--- config.mk ---
export PLATFORM = sky130hd
export DESIGN_NAME = apb_regfile
export DESIGN_NICKNAME = d
export VERILOG_FILES = /design/src/rtl/apb_regfile.sv
export SDC_FILE = /design/constraint.sdc
export NUM_CORES = 1
export LEC_CHECK = 0
export CAP_MARGIN = 0
export CORE_MARGIN = 2
export CORE_UTILIZATION = 40
export CTS_CLUSTER_SIZE = 20
export DETAILED_ROUTE_END_ITERATION = 16
export PLACE_DENSITY = 0.63
export SETUP_SLACK_MARGIN = 0.5
export SLEW_MARGIN = 20
export SYNTH_ARGS = -nofsm -noshare
export SYNTH_HDL_FRONTEND = slang
export SYNTH_SLANG_ARGS = --single-unit
--- constraint.sdc ---
create_clock -name pclk -period 1.7 [get_ports pclk]
set_input_delay 0.34 -clock pclk [delete_from_list [all_inputs] [get_ports pclk]]
set_output_delay 0.34 -clock pclk [all_outputs]
set_load 0.005 [all_outputs]
--- src/rtl/apb_regfile.sv ---
// apb_regfile: APB slave register bank with read-only protection, range errors and optional wait states
//
// Parameters:
//   DATA_W      register / data-bus width
//   NUM_REGS    number of registers (1..2^ADDR_W)
//   ADDR_W      paddr width; paddr is a register index
//   RO_MASK     bit i = 1 makes register i read-only (only reset writes it)
//   WAIT_CYCLES wait states per transfer (0..15), used only with APB_REGFILE_WAIT_EN
// Build option:
//   APB_REGFILE_WAIT_EN  when defined, every transfer inserts WAIT_CYCLES wait states
// Ports:
//   pclk, preset_n            clock, async active-low reset
//   psel, penable, pwrite     APB control
//   paddr, pwdata             register index and write data (captured at SETUP)
//   prdata, pready, pslverr   read data, transfer done, error (all zero unless pready)
module apb_regfile #(
    parameter int unsigned         DATA_W      = 8,
    parameter int unsigned         NUM_REGS    = 8,
    parameter int unsigned         ADDR_W      = 8,
    parameter logic [NUM_REGS-1:0] RO_MASK     = '0,
    parameter int unsigned         WAIT_CYCLES = 2
) (
    input  logic              pclk,
    input  logic              preset_n,
    input  logic              psel,
    input  logic              penable,
    input  logic              pwrite,
    input  logic [ADDR_W-1:0] paddr,
    input  logic [DATA_W-1:0] pwdata,
    output logic [DATA_W-1:0] prdata,
    output logic              pready,
    output logic              pslverr
);
    localparam int unsigned IDX_W = NUM_REGS > 1 ? $clog2(NUM_REGS) : 1;

    typedef enum logic [1:0] {IDLE, SETUP, ACCESS} state_e;

    state_e            state_q, state;
    logic [ADDR_W-1:0] addr_q;
    logic              write_q;
    logic [DATA_W-1:0] wdata_q;
    logic [DATA_W-1:0] mem_q [NUM_REGS];
    logic [IDX_W-1:0]  idx;
    logic              in_range, err;

    // SETUP is the bus cycle in which the master presents psel & !penable while we are
    // not mid-transfer; decoding it here lets ACCESS follow in the very next cycle.
    assign state    = state_q == ACCESS ? ACCESS : (psel && !penable) ? SETUP : IDLE;
    assign idx      = addr_q[IDX_W-1:0];
    // Extra bit keeps the compare exact when NUM_REGS == 2^ADDR_W.
    assign in_range = {1'b0, addr_q} < (ADDR_W+1)'(NUM_REGS);
    assign err      = !in_range || (write_q && RO_MASK[idx]);

`ifdef APB_REGFILE_WAIT_EN
    logic [3:0] wait_q;
    assign pready = state_q == ACCESS && wait_q == 4'd0;
`else
    assign pready = state_q == ACCESS;
`endif

    assign pslverr = pready && err;
    assign prdata  = (pready && !err && !write_q) ? mem_q[idx] : '0;

    always_ff @(posedge pclk or negedge preset_n) begin
        if (!preset_n) begin
            state_q <= IDLE;
            addr_q  <= '0;
            write_q <= 1'b0;
            wdata_q <= '0;
`ifdef APB_REGFILE_WAIT_EN
            wait_q  <= 4'd0;
`endif
            for (int i = 0; i < int'(NUM_REGS); i++) mem_q[i] <= '0;
        end else begin
            case (state)
                SETUP: begin
                    state_q <= ACCESS;
                    addr_q  <= paddr;
                    write_q <= pwrite;
                    wdata_q <= pwdata;
`ifdef APB_REGFILE_WAIT_EN
                    wait_q  <= 4'(WAIT_CYCLES);
`endif
                end
                ACCESS: begin
                    if (pready) begin
                        state_q <= IDLE;
                        if (write_q && !err) mem_q[idx] <= wdata_q;
                    end
`ifdef APB_REGFILE_WAIT_EN
                    else wait_q <= wait_q - 4'd1;
`endif
                end
                default: state_q <= IDLE;
            endcase
        end
    end
endmodule

# After elaboration in Yosys (flattened, before gate mapping)
# Memory sizes are Yosys's and may differ from the RTL's.
# Cells that the tools add are included.
# word_totals
out_inout_bits,10
romBits,8
inputBits,21
mem_bits_rw,0
mem_count,1
latch_bits,0
regBits,83
# op_classes
magnitude_cmp,4
mul,0
div,0
eq_ne,4
muxes,12
bitwise_logic,1
add_sub_neg,0
shifts,0
n_reduce_logical,13
# memory_table
name,depth,width,rd,rd_ports_with_merged_regs,wr,line,text
(no name shown),8,1,1,0,0,52,assign err = !in_range || (write_q && RO_MASK[idx]);
# op_table
cell,n
$bwmux W64,1
$mux W8,4
$bmux W8 S3,1
$demux W8 S3,1
$lt A8 B4 Y1 const B,1
$logic_and A1 B1 Y1,7
$eq A2 B2 Y1 const B,2
$ge A4 B4 Y1 const B,1
$logic_not A1 Y1,4
$lt A3 B4 Y1 const B,1
$lt A4 B1 Y1 const B,1
$mux W2,2
$not A3 Y4,1
$pmux W2 S2,1
$reduce_and A3 Y1,1
$eq A2 B1 Y1 const B,1
$mux W1,2
$ne A2 B2 Y1 const B,1
$logic_or A1 B1 Y1,1

# Depth between registers and ports, before layout
# Gate-level depths: netlist (run 1).
# logic_depth
depth_word,8
ltp_mapped,7
depth_no_buf,4

# Least setup slack after synthesis (run 1)
# OpenSTA, ideal clock, no wires.
# synth_timing
path_kind,flip-flop to output port
startpoint,register addr_q[3]
endpoint,output port prdata[0]
n_path_buf,0
arrival_time_ps,1499
path_stages_with_launch,5
setup_slack_ps,-139
cell_sequence,dfrtp_1 > nor4_2 > nor2b_1 > nand3b_1 > a2111oi_0
# synth_via
elab_chain_cells,7
# synth_rtl
element,line,text
from (decl),39,logic [ADDR_W-1:0] addr_q;
from (signal assigned),78,addr_q <= paddr;
$lt A8 B4 Y1,51,"assign in_range = {1'b0, addr_q} < (ADDR_W+1)'(NUM_REGS);"
$logic_not A1 Y1,52,
$logic_or A1 B1 Y1,52,
$logic_not A1 Y1,62,assign prdata = (pready && !err && !write_q) ? mem_q[idx] : '0;
$logic_and A1 B1 Y1 (2 in a row),62,
$mux W8,62,
to (decl),30,"output logic [DATA_W-1:0] prdata,"
# Every way passes these cells.

# Worst setup path after layout (run 1)
# layout_timing
startpoint,register addr_q[1]
endpoint,output port prdata[3]
# layout_via
elab_chain_cells,8
# layout_rtl
element,line
$mem_v2 Z8 W1,n/a
$mux W1 (not written as such),52
$logic_and A1 B1 Y1,52
$logic_or A1 B1 Y1,52
$logic_not A1 Y1,62
$logic_and A1 B1 Y1 (2 in a row),62
$mux W8 *,62
# Every way passes the cells marked *; elsewhere a longest branch is shown, timed or not. The select of a mux whose other input is x is not followed.

==> results of run 1 <==
## per-stage QoR
stage | hold WS (ps) | std cells | setup slack [ps]
after floorplan | 44.4 | 261 | -104
after global placement | 267 | 437 | -905
after detailed placement | 271 | 437 | -861
after CTS | 447 | 478 | -691
after global routing | 452 | 482 | -750
final | 429 | 482 | -646
## state kept, by name (all words and copies together), names as in the netlist
register	cells
mem_q	64
write_q	1
state_q	1
addr_q	8
wdata_q	8
## report_power, final
part	internal [mW]	total [mW]	switching, mW
combinational	0.655	1.14	0.486
sequential	2.08	2.26	0.173
clock	0.873	1.62	0.746
total	3.61	5.02	1.40
## routing by layer
| metal | global-route usage (%) | vias to the layer above | share of wire, % |
|---|---|---|---|
| li1 | - | 1169 | - |
| met1 | 29.6 | 1383 | 44 |
| met2 | 35.4 | 72 | 50 |
| met3 | 3.61 | 27 | 3.7 |
| met4 | 7.06 | 0 | 2.2 |
| met5 | 0 | - | 0 |
## worst paths after layout
path | start | end | slack, ps | cells after the start
hold / removal | preset_n | mem_q[42] | 430 | 2
setup / recovery | addr_q[1] | prdata[3] | -650 | 9
min in group pclk | mem_q[15] | mem_q[15] | 510 | 1
max in group asynchronous | preset_n | addr_q[3] | 720 | 3
setup reg to reg | addr_q[3] | mem_q[45] | -500 | 7
hold reg to reg | mem_q[15] | mem_q[15] | 510 | 1
## critical path, stage by stage, from the launching register on
cell,delay [ps]
dfrtp_2,420
buf_6,140
buf_6,140
buf_6,130
nand2_2,80
buf_4,110
a2bb2oi_2,170
o22ai_2,110
nor3_4,200
buf_2,140
## timing repair
| item | in CTS | in global routing |
|---|---|---|
| endpoints found under the setup margin | 91 | 91 |
| hold buffers | 1 | 0 |
| hold endpoints to repair | 20 | 0 |
| gates resized for setup | 168 | 12 |
| pin swaps | 22 | 13 |
| cloned | 2 | 1 |
| buffers inserted | 22 | 3 |
## logic make-up (layout without fill, tap and decap cells)
family | Yosys count | after routing | share of synthesized area, %
buf+inv | 13 | 123 | 1.74
mux | 95 | 95 | 29.6
flops | 82 | 82 | 55.0
simple gates | 42 | 42 | 8.12
compound gates | 29 | 29 | 5.53
## cell type report
type,count,area (µm²),share of cell area [%]
clock inverter,4,73.8,1.31
timing repair buffer,105,1110,19.7
multi-input combinational,166,2090,37.2
inverter,2,7.51,0.134
sequential,82,2050,36.6
clock buffer,12,145,2.59
tap,111,139,2.47
## synthesized netlist by cell type, types with 2 or more instances
cell type	n
clkbuf_1	3
or2_2	2
o21ai_0	3
mux4_2	4
nor2b_1	4
nor3_1	4
dfrtp_1	82
nor2_8	4
mux2i_1	8
o221ai_1	3
a2111oi_0	2
mux2_2	79
buf_2	7
o22ai_1	6
a211oi_1	2
nand3b_1	3
mux2_1	4
nand2b_1	4
nand2_1	7
nor2_2	4
inv_1	2
a21oi_1	4
nor2_1	4
a2bb2oi_1	4
==> run metrics, run 1 <==
Tot GR Track Use=21.7%; most frequent cells in the layout=mux2_4, dfrtp_1, buf_4; vias in the first global route=about 2900; root buffer cell=clkbuf_8; Main synth FF type=dfrtp_1; worst-margin pin slew=378 ps; wire per inst=~22 µm; register area share after synthesis=55.0%; WS Path Type=flip-flop to output pin; first-pass GRT wire length=16300 µm; H-tree Lvls=3; violated checks=setup timing; share of layout cells above drive strength 1=approximately three fifths; Mapped Cells=around 260; Syn. warnings=0; Synth cell types=36; Crit path arrival time=2010 ps; Worst Path Max Fanout=6; chip height=just over 100 µm; largest net degree at the start of global routing=37; Slew HR=roughly 75%; clk sink count=82; Syn Std Cell Area=about 3700 µm²; main area contributors after synthesis=dfrtp_1, mux2_2, mux4_2; Via density=5.50; final clock period utilization by the worst path=138%; post-route cell area=5610 µm²; clk slew on worst S/H paths=roughly 90 ps; latest clock arrival within the worst-skew pair=360 ps; skew final=13.7 ps; CP Capture Type=output pin; Max VDD drop=0.445 mV; Placed Area=4550 µm²; share of async-settable or async-resettable flops after synthesis=100%; Clock Path Buffers=2; DRT iter0 DRCs=130; DRT Wirelength=around 10000 µm; final count of pins violating max slew=0; I/O Buffers=30; Max Cap Viol=0; die area=10100 µm²; leading area contributor after synthesis=dfrtp_1; Final Total Pwr=5.02 mW; EDFF count, synth=0; DP HPWL=6000 µm; vias post-DR=~2700; post-route setup TNS=-28720 ps; Syn-to-layout area delta=50.5%; initial antenna violation count=0; Pre-antenna DRT Iters=4; post-route antenna net violation count=0; Filler cells=671; RSZ-0062 raised after global routing=yes; # diodes=0; Starting Density=40.8%; Placer Congestion=approximately 0.76; Final Hold Viols=0; final setup margin=-646 ps; Die Wd=101 µm; Post-Syn Area per Cell=14.3 µm²; Final min period=roughly 2300 ps; CTS tree=done; pwr dens=894 nW/µm²; #FFs+latches synth=82; area share of the largest cell type after synthesis=between 50% and 60%; Overflow after GRT=0; Leakage=2.65 nW; critical path launch point type=flip-flop; status=finished with violations; CTS Buf Count=9; Worst Hold Class=input port to async pin; max frequency=0.426 GHz; final setup violation count=73; core area=9150 µm²; Nets=387; Mapped Nets=282; required time of the critical path=approximately 1400 ps; residual DRC count=0; Cell Rows=35; I/O pin count=31; fin util=61.3%
(Power assumes the default switching activity.)
==> run 2, diff against run 1 <==
- CORE_UTILIZATION: 40 -> 50
- CTS_BUF_LIST: default -> sky130_fd_sc_hd__clkbuf_16
- PLACE_DENSITY: 0.63 -> 0.75
==> run 2 against run 1 <==
Against the previous run:
- critical path depth decreased by 2
- the run ends with hold timing, setup timing left
- sequential power is essentially flat
- clock power rose by 38%
- power rose by 11%
- cell count down 2.7%
- global-route usage grew 4.9 points
- first-iteration DRC count is 43% higher
- hold slack worse by 490 ps
- clock skew decreased by 5.1 ps
- critical path type unchanged
- routed wire length increased by 2.7%
- critical endpoint is now prdata[1]
==> run metrics, run 2 (synthesis gave the netlist of run 1 again) <==
vias post-DR=2684 (was 2651); clk slew on worst S/H paths=70 ps (was 90 ps); Placer Congestion=0.769 (was 0.757); violated checks=hold timing, setup timing (was setup timing); wire per inst=22.7 µm (was 21.5 µm); Final Hold Viols=29 (was 0); dpl ws=-878 ps (was -861 ps); latest clock arrival within the worst-skew pair=340 ps (was 360 ps); max frequency=0.408 GHz (was 0.426 GHz); status=finished with violations (unchanged); skew final=8.59 ps (was 13.7 ps); Starting Density=51.4% (was 40.8%); WS Path Type=flip-flop to output pin (unchanged); critical path launch point type=flip-flop (unchanged); # diodes=0 (unchanged); die area=8170 µm² (was 10100 µm²); Tot GR Track Use=26.6% (was 21.7%); vias in the first global route=3012 (was 2894); post-route cell area=5640 µm² (was 5610 µm²); final setup margin=-753 ps (was -646 ps); post-route antenna net violation count=0 (unchanged); I/O pin count=31 (unchanged); crit-path max cell delay=410 ps (was 420 ps); max FFs per register=64 (unchanged); final count of pins violating max slew=0 (unchanged); residual DRC count=0 (unchanged); Worst Path Max Fanout=3 (was 6); R2R depth=6 (was 7); clk sink count=82 (unchanged); CTS Buf Count=9 (unchanged); share of layout cells above drive strength 1=57.8% (was 59.0%); worst hold slack=-62.7 ps (was 429 ps); first-pass GRT wire length=16600 µm (was 16300 µm); Slew HR=69.5% (was 74.7%); initial antenna violation count=0 (unchanged); DRT iter0 DRCs=186 (was 130); RSZ-0062 raised after global routing=yes (unchanged); H-tree Lvls=3 (unchanged); final std cells w/o fill=469 (was 482); Max Cap Viol=0 (unchanged); critical path cell sequence=nor4_4 -> nor2b_4 -> nand3b_1 -> buf_4 -> a2111oi_4 -> buf_4 -> buf_6 (was buf_6 -> buf_6 -> buf_6 -> nand2_2 -> buf_4 -> a2bb2oi_2 -> o22ai_2 -> nor3_4 -> buf_2); CP Capture Type=output pin (unchanged); FF-to-FF End=mem_q[14] (was mem_q[45]); flop2flop setup slack=-460 ps (was -500 ps); final setup violation count=73 (unchanged); Pre-antenna DRT Iters=4 (unchanged); CTS tree=done (unchanged); required time of the critical path=1360 ps (about the same); final clock period utilization by the worst path=144% (was 138%); I/O Buffers=30 (unchanged); worst-margin pin slew=458 ps (was 378 ps); Syn-to-layout area delta=51.1% (was 50.5%); Via density=5.72 (was 5.50); Crit path arrival time=2110 ps (was 2010 ps); biggest regs=mem_q (64), addr_q (8), wdata_q (8) (unchanged); chip height=90.4 µm (was 101 µm); Nets=386 (was 387); CP dominant cell by count=buf_4 (was buf_6); most frequent cells in the layout=mux2_4, dfrtp_1, buf_4 (unchanged); Worst Hold Class=input port to async pin (unchanged); root buffer cell=clkbuf_16 (was clkbuf_8); Final min period=2450 ps (was 2350 ps); post-route setup TNS=-24780 ps (was -28720 ps); r2r startpoint=addr_q[3] (unchanged); DRT Wirelength=10700 µm (was 10400 µm); core area=7250 µm² (was 9150 µm²); Leakage=2.68 nW (was 2.65 nW); Placed Instances=425 (was 437); CP max-delay cell=dfrtp_1 (was dfrtp_2); Clock Path Buffers=2 (unchanged); DP HPWL=5540 µm (was 6000 µm); Most flops, register=mem_q (unchanged); Overflow after GRT=0 (unchanged); pwr dens=985 nW/µm² (was 894 nW/µm²); largest net degree at the start of global routing=33 (was 37); Placed Area=4530 µm² (was 4550 µm²); commonest non-fill, non-tap cell in the layout=mux2_4; Max VDD drop=0.658 mV (was 0.445 mV); Cell Rows=31 (was 35); Die Wd=90.4 µm (was 101 µm)
==> run 2: worst max-delay path: cells and delay by family, from the launching register on <==
family                 cells  cell delay [ps]
AO/OA/AOI/OAI              1              230
AND/OR/NAND/NOR            3              690
buffers and inverters      3              450
flip-flops                 1              410
==> run 2: final cells by class <==
class	instances	area, µm²
clock buffers	9	225
clock inverters	7	116
repair buffers	104	1070
fillers	396	1610
flip-flops and latches	82	2060
inverters	2	7.51
well taps	99	124
multi-input cells	166	2040
==> run 2: how the worst max path moves through the flow <==
stage	from	endpoint	slack, ps	cells past startpoint
4_1_cts	addr_q[5]	prdata[1]	-740	7
5_1_grt	addr_q[3]	prdata[1]	-860	7
6_report	addr_q[3]	prdata[1]	-750	7
3_3_place_gp	addr_q[1]	prdata[1]	-840	7
3_5_place_dp	addr_q[1]	prdata[1]	-880	7
2_1_floorplan	addr_q[3]	mem_q[10]	-100	5
==> run 2: report_power, final <==
group / internal [mW] / total, mW / switching (mW) / leakage, nW
Clock: 1.43 / 2.24 / 0.803 / 0.167
Sequential: 2.09 / 2.28 / 0.193 / 1.10
Combinational: 0.587 / 1.03 / 0.447 / 1.41
==> run 2: timing repair <==
| item | CTS | global route |
|---|---|---|
| setup endpoints to repair | 91 | 92 |
| endpoints found under the hold margin | 29 | 29 |
| resized for setup | 161 | 9 |
| gates cloned | 1 | 1 |
| pin swaps | 18 | 9 |
| setup buffers | 20 | 6 |
==> run 2: stage by stage <==
| step | power, mW | utilization, % |
|---|---|---|
| 4_1_cts | 5.47 | 76.2 |
| 3_3_place_gp | 3.03 | 62.5 |
| 3_5_place_dp | 3.06 | 62.5 |
| 6_report | 5.55 | 77.7 |
| 5_1_grt | 5.75 | 77.7 |
| 2_1_floorplan | 2.67 | - |
==> run 2: per-layer routing <==
metal	wire length, µm	vias up	GRT usage [%]
li1	-	1183	-
met1	4460	1402	34.0
met2	5490	78	44.8
met3	452	21	5.34
met4	255	0	10.1
met5	0	-	0
==> run 3, diff against run 2 <==
- clock period: 1.7 -> 2.21 ns (I/O delays scaled with it)
==> run 3 against run 2 <==
Against the previous run:
- the flow finishes with violations (setup timing)
- clock-buffer cell count is the same
- non-clock buffer count shrank 11
- via count shrank 3.7%
- critical path depth grew 5
- combinational power shrank 27%
- utilization shrank 4.2 points
- die area is the same
==> run metrics, run 3 (synthesis gave the netlist of run 1 again) <==
worst-margin pin slew=562 ps (was 458 ps); Most flops, register=mem_q (unchanged); Leakage=2.52 nW (was 2.68 nW); # diodes=0 (unchanged); root buffer cell=clkbuf_16 (unchanged); wire per inst=21.6 µm (was 22.7 µm); critical path launch point type=flip-flop (unchanged); final setup margin=-384 ps (was -753 ps); Overflow after GRT=0 (unchanged); commonest non-fill, non-tap cell in the layout=dfrtp_1 (was mux2_4); Via density=5.64 (was 5.72); Comb power frac=19.2% (was 18.6%); Flop pwr share=44.3% (was 41.1%); P_sw=1.07 mW (was 1.44 mW); pwr dens=739 nW/µm² (was 985 nW/µm²); Slew HR=62.2% (was 69.5%); skew final=4.82 ps (was 8.59 ps); Die Wd=90.4 µm (unchanged); final clock period utilization by the worst path=117%; CTS Buf Count=9 (unchanged); CTS tree=done (unchanged); share of layout cells above drive strength 1=56.3% (was 57.8%); final setup violation count=72 (was 73); final count of pins violating max slew=0 (unchanged); H-tree Lvls=3 (unchanged); switching part of the total=27.1% (was 26.0%); vias post-DR=2585 (was 2684); initial antenna violation count=0 (unchanged); max FFs per register=64 (unchanged); Hold-fix buffers, CTS=0; Worst Hold Class=input port to async pin (unchanged); most frequent cells in the layout=dfrtp_1, mux2_4, buf_4 (was mux2_4, dfrtp_1, buf_4); Final Hold Viols=0 (was 29); residual DRC count=0 (unchanged); latest clock arrival within the worst-skew pair=330 ps (was 340 ps); biggest regs=mem_q (64), addr_q (8), wdata_q (8) (unchanged); required time of the critical path=2430 ps (was 1360 ps); Max Cap Viol=0 (unchanged); RSZ-0062 raised after global routing=yes (unchanged); WS Path Type=flip-flop to flip-flop (was flip-flop to output pin); DP HPWL=5590 µm (was 5540 µm); I/O pin count=31 (unchanged); Pre-antenna DRT Iters=4 (unchanged); clk slew on worst S/H paths=60 ps (was 70 ps); post-route antenna net violation count=0 (unchanged); CP Capture Type=flip-flop (was output pin); core area=7250 µm² (unchanged); Clock Path Buffers=2 (unchanged); Max VDD drop=0.595 mV (was 0.658 mV); vias in the first global route=2830 (was 3012); Syn-to-layout area delta=43.1% (was 51.1%); status=finished with violations (unchanged); I/O Buffers=30 (unchanged); first-pass GRT wire length=15500 µm (was 16600 µm); post-route setup TNS=-17280 ps (was -24780 ps); Tot GR Track Use=24.9% (was 26.6%); Crit path arrival time=2810 ps (was 2110 ps); max frequency=between 0.3 and 0.4 GHz; Starting Density=51.4% (unchanged); violated checks=setup timing (was hold timing, setup timing); DRT Wirelength=9880 µm (was 10700 µm); worst hold slack=79.0 ps (was -62.7 ps); Worst Path Max Fanout=8 (was 3); Nets=375 (was 386); Placer Congestion=0.842 (was 0.769); DRT iter0 DRCs=111 (was 186); die area=8170 µm² (unchanged); Cell Rows=31 (unchanged); chip height=90.4 µm (unchanged); clock network fraction of total power=36.5% (was 40.3%); Final min period=around 2600 ps; cell-internal power=2.88 mW (was 4.11 mW); largest net degree at the start of global routing=40 (was 33); clk sink count=82 (unchanged)
-- run 3: power groups by stage --
stage,Combinational [mW],Clock [mW],Sequential (mW)
global placement,0.544,0,1.76
CTS,0.708,1.45,1.74
global route,0.801,1.52,1.76
finish,0.756,1.44,1.75
floorplan,0.355,0,1.70
detailed placement,0.559,0,1.76
-- run 3: worst max-delay path, cell delays in order (launching register included) --
cell,delay (ps)
dfrtp_1,380
nor4_2,300
buf_4,160
buf_6,80
buf_6,80
buf_6,80
buf_6,80
buf_6,80
buf_6,80
or3b_4,380
buf_12,160
nor2_8,240
mux2_2,380
-- run 3: layout make-up --
cell class	count	area, µm²
flip-flops and latches	82	2060
multi-input cells	166	1990
fillers	463	1920
repair buffers	93	878
clock buffers	9	225
well taps	99	124
clock inverters	7	60.1
inverters	2	7.51
-- run 3: stage by stage --
stage	instances	utilization (%)	total power [mW]	area, µm²	setup slack [ps]
after CTS	454	72.5	3.90	5260	-345
after global placement	417	61.2	2.30	4440	-214
after floorplan	261	-	2.06	3760	406
final	458	73.6	3.95	5340	-384
after global routing	458	73.6	4.09	5340	-432
after detailed placement	417	61.2	2.32	4440	-251
-- run 3: metal layers --
metal | wire (µm) | global-route usage, % | up-vias
met4 | 244 | 8.59 | 0
met1 | 4370 | 32.5 | 1344
met2 | 4960 | 41.0 | 66
met5 | 0 | 0 | -
met3 | 302 | 5.68 | 18
li1 | - | - | 1157
-- run 3: path summary, 6_finish.rpt --
| kind | start | to | slack (ps) | depth (start not counted) |
|---|---|---|---|---|
| hold reg to reg | mem_q[21] | mem_q[21] | 500 | 1 |
| hold / removal | preset_n | wdata_q[2] | 80 | 1 |
| setup reg to reg | addr_q[3] | mem_q[46] | -380 | 12 |
| min in group pclk | mem_q[21] | mem_q[21] | 500 | 1 |
| setup / recovery | addr_q[3] | mem_q[46] | -380 | 12 |
| max in group asynchronous | preset_n | mem_q[5] | 1440 | 2 |
-- run 3: repair_timing --
action	CTS	global route
gates resized for setup	142	12
setup endpoints to repair	74	74
gates cloned	0	0
pin swaps	12	9
setup buffers	21	4
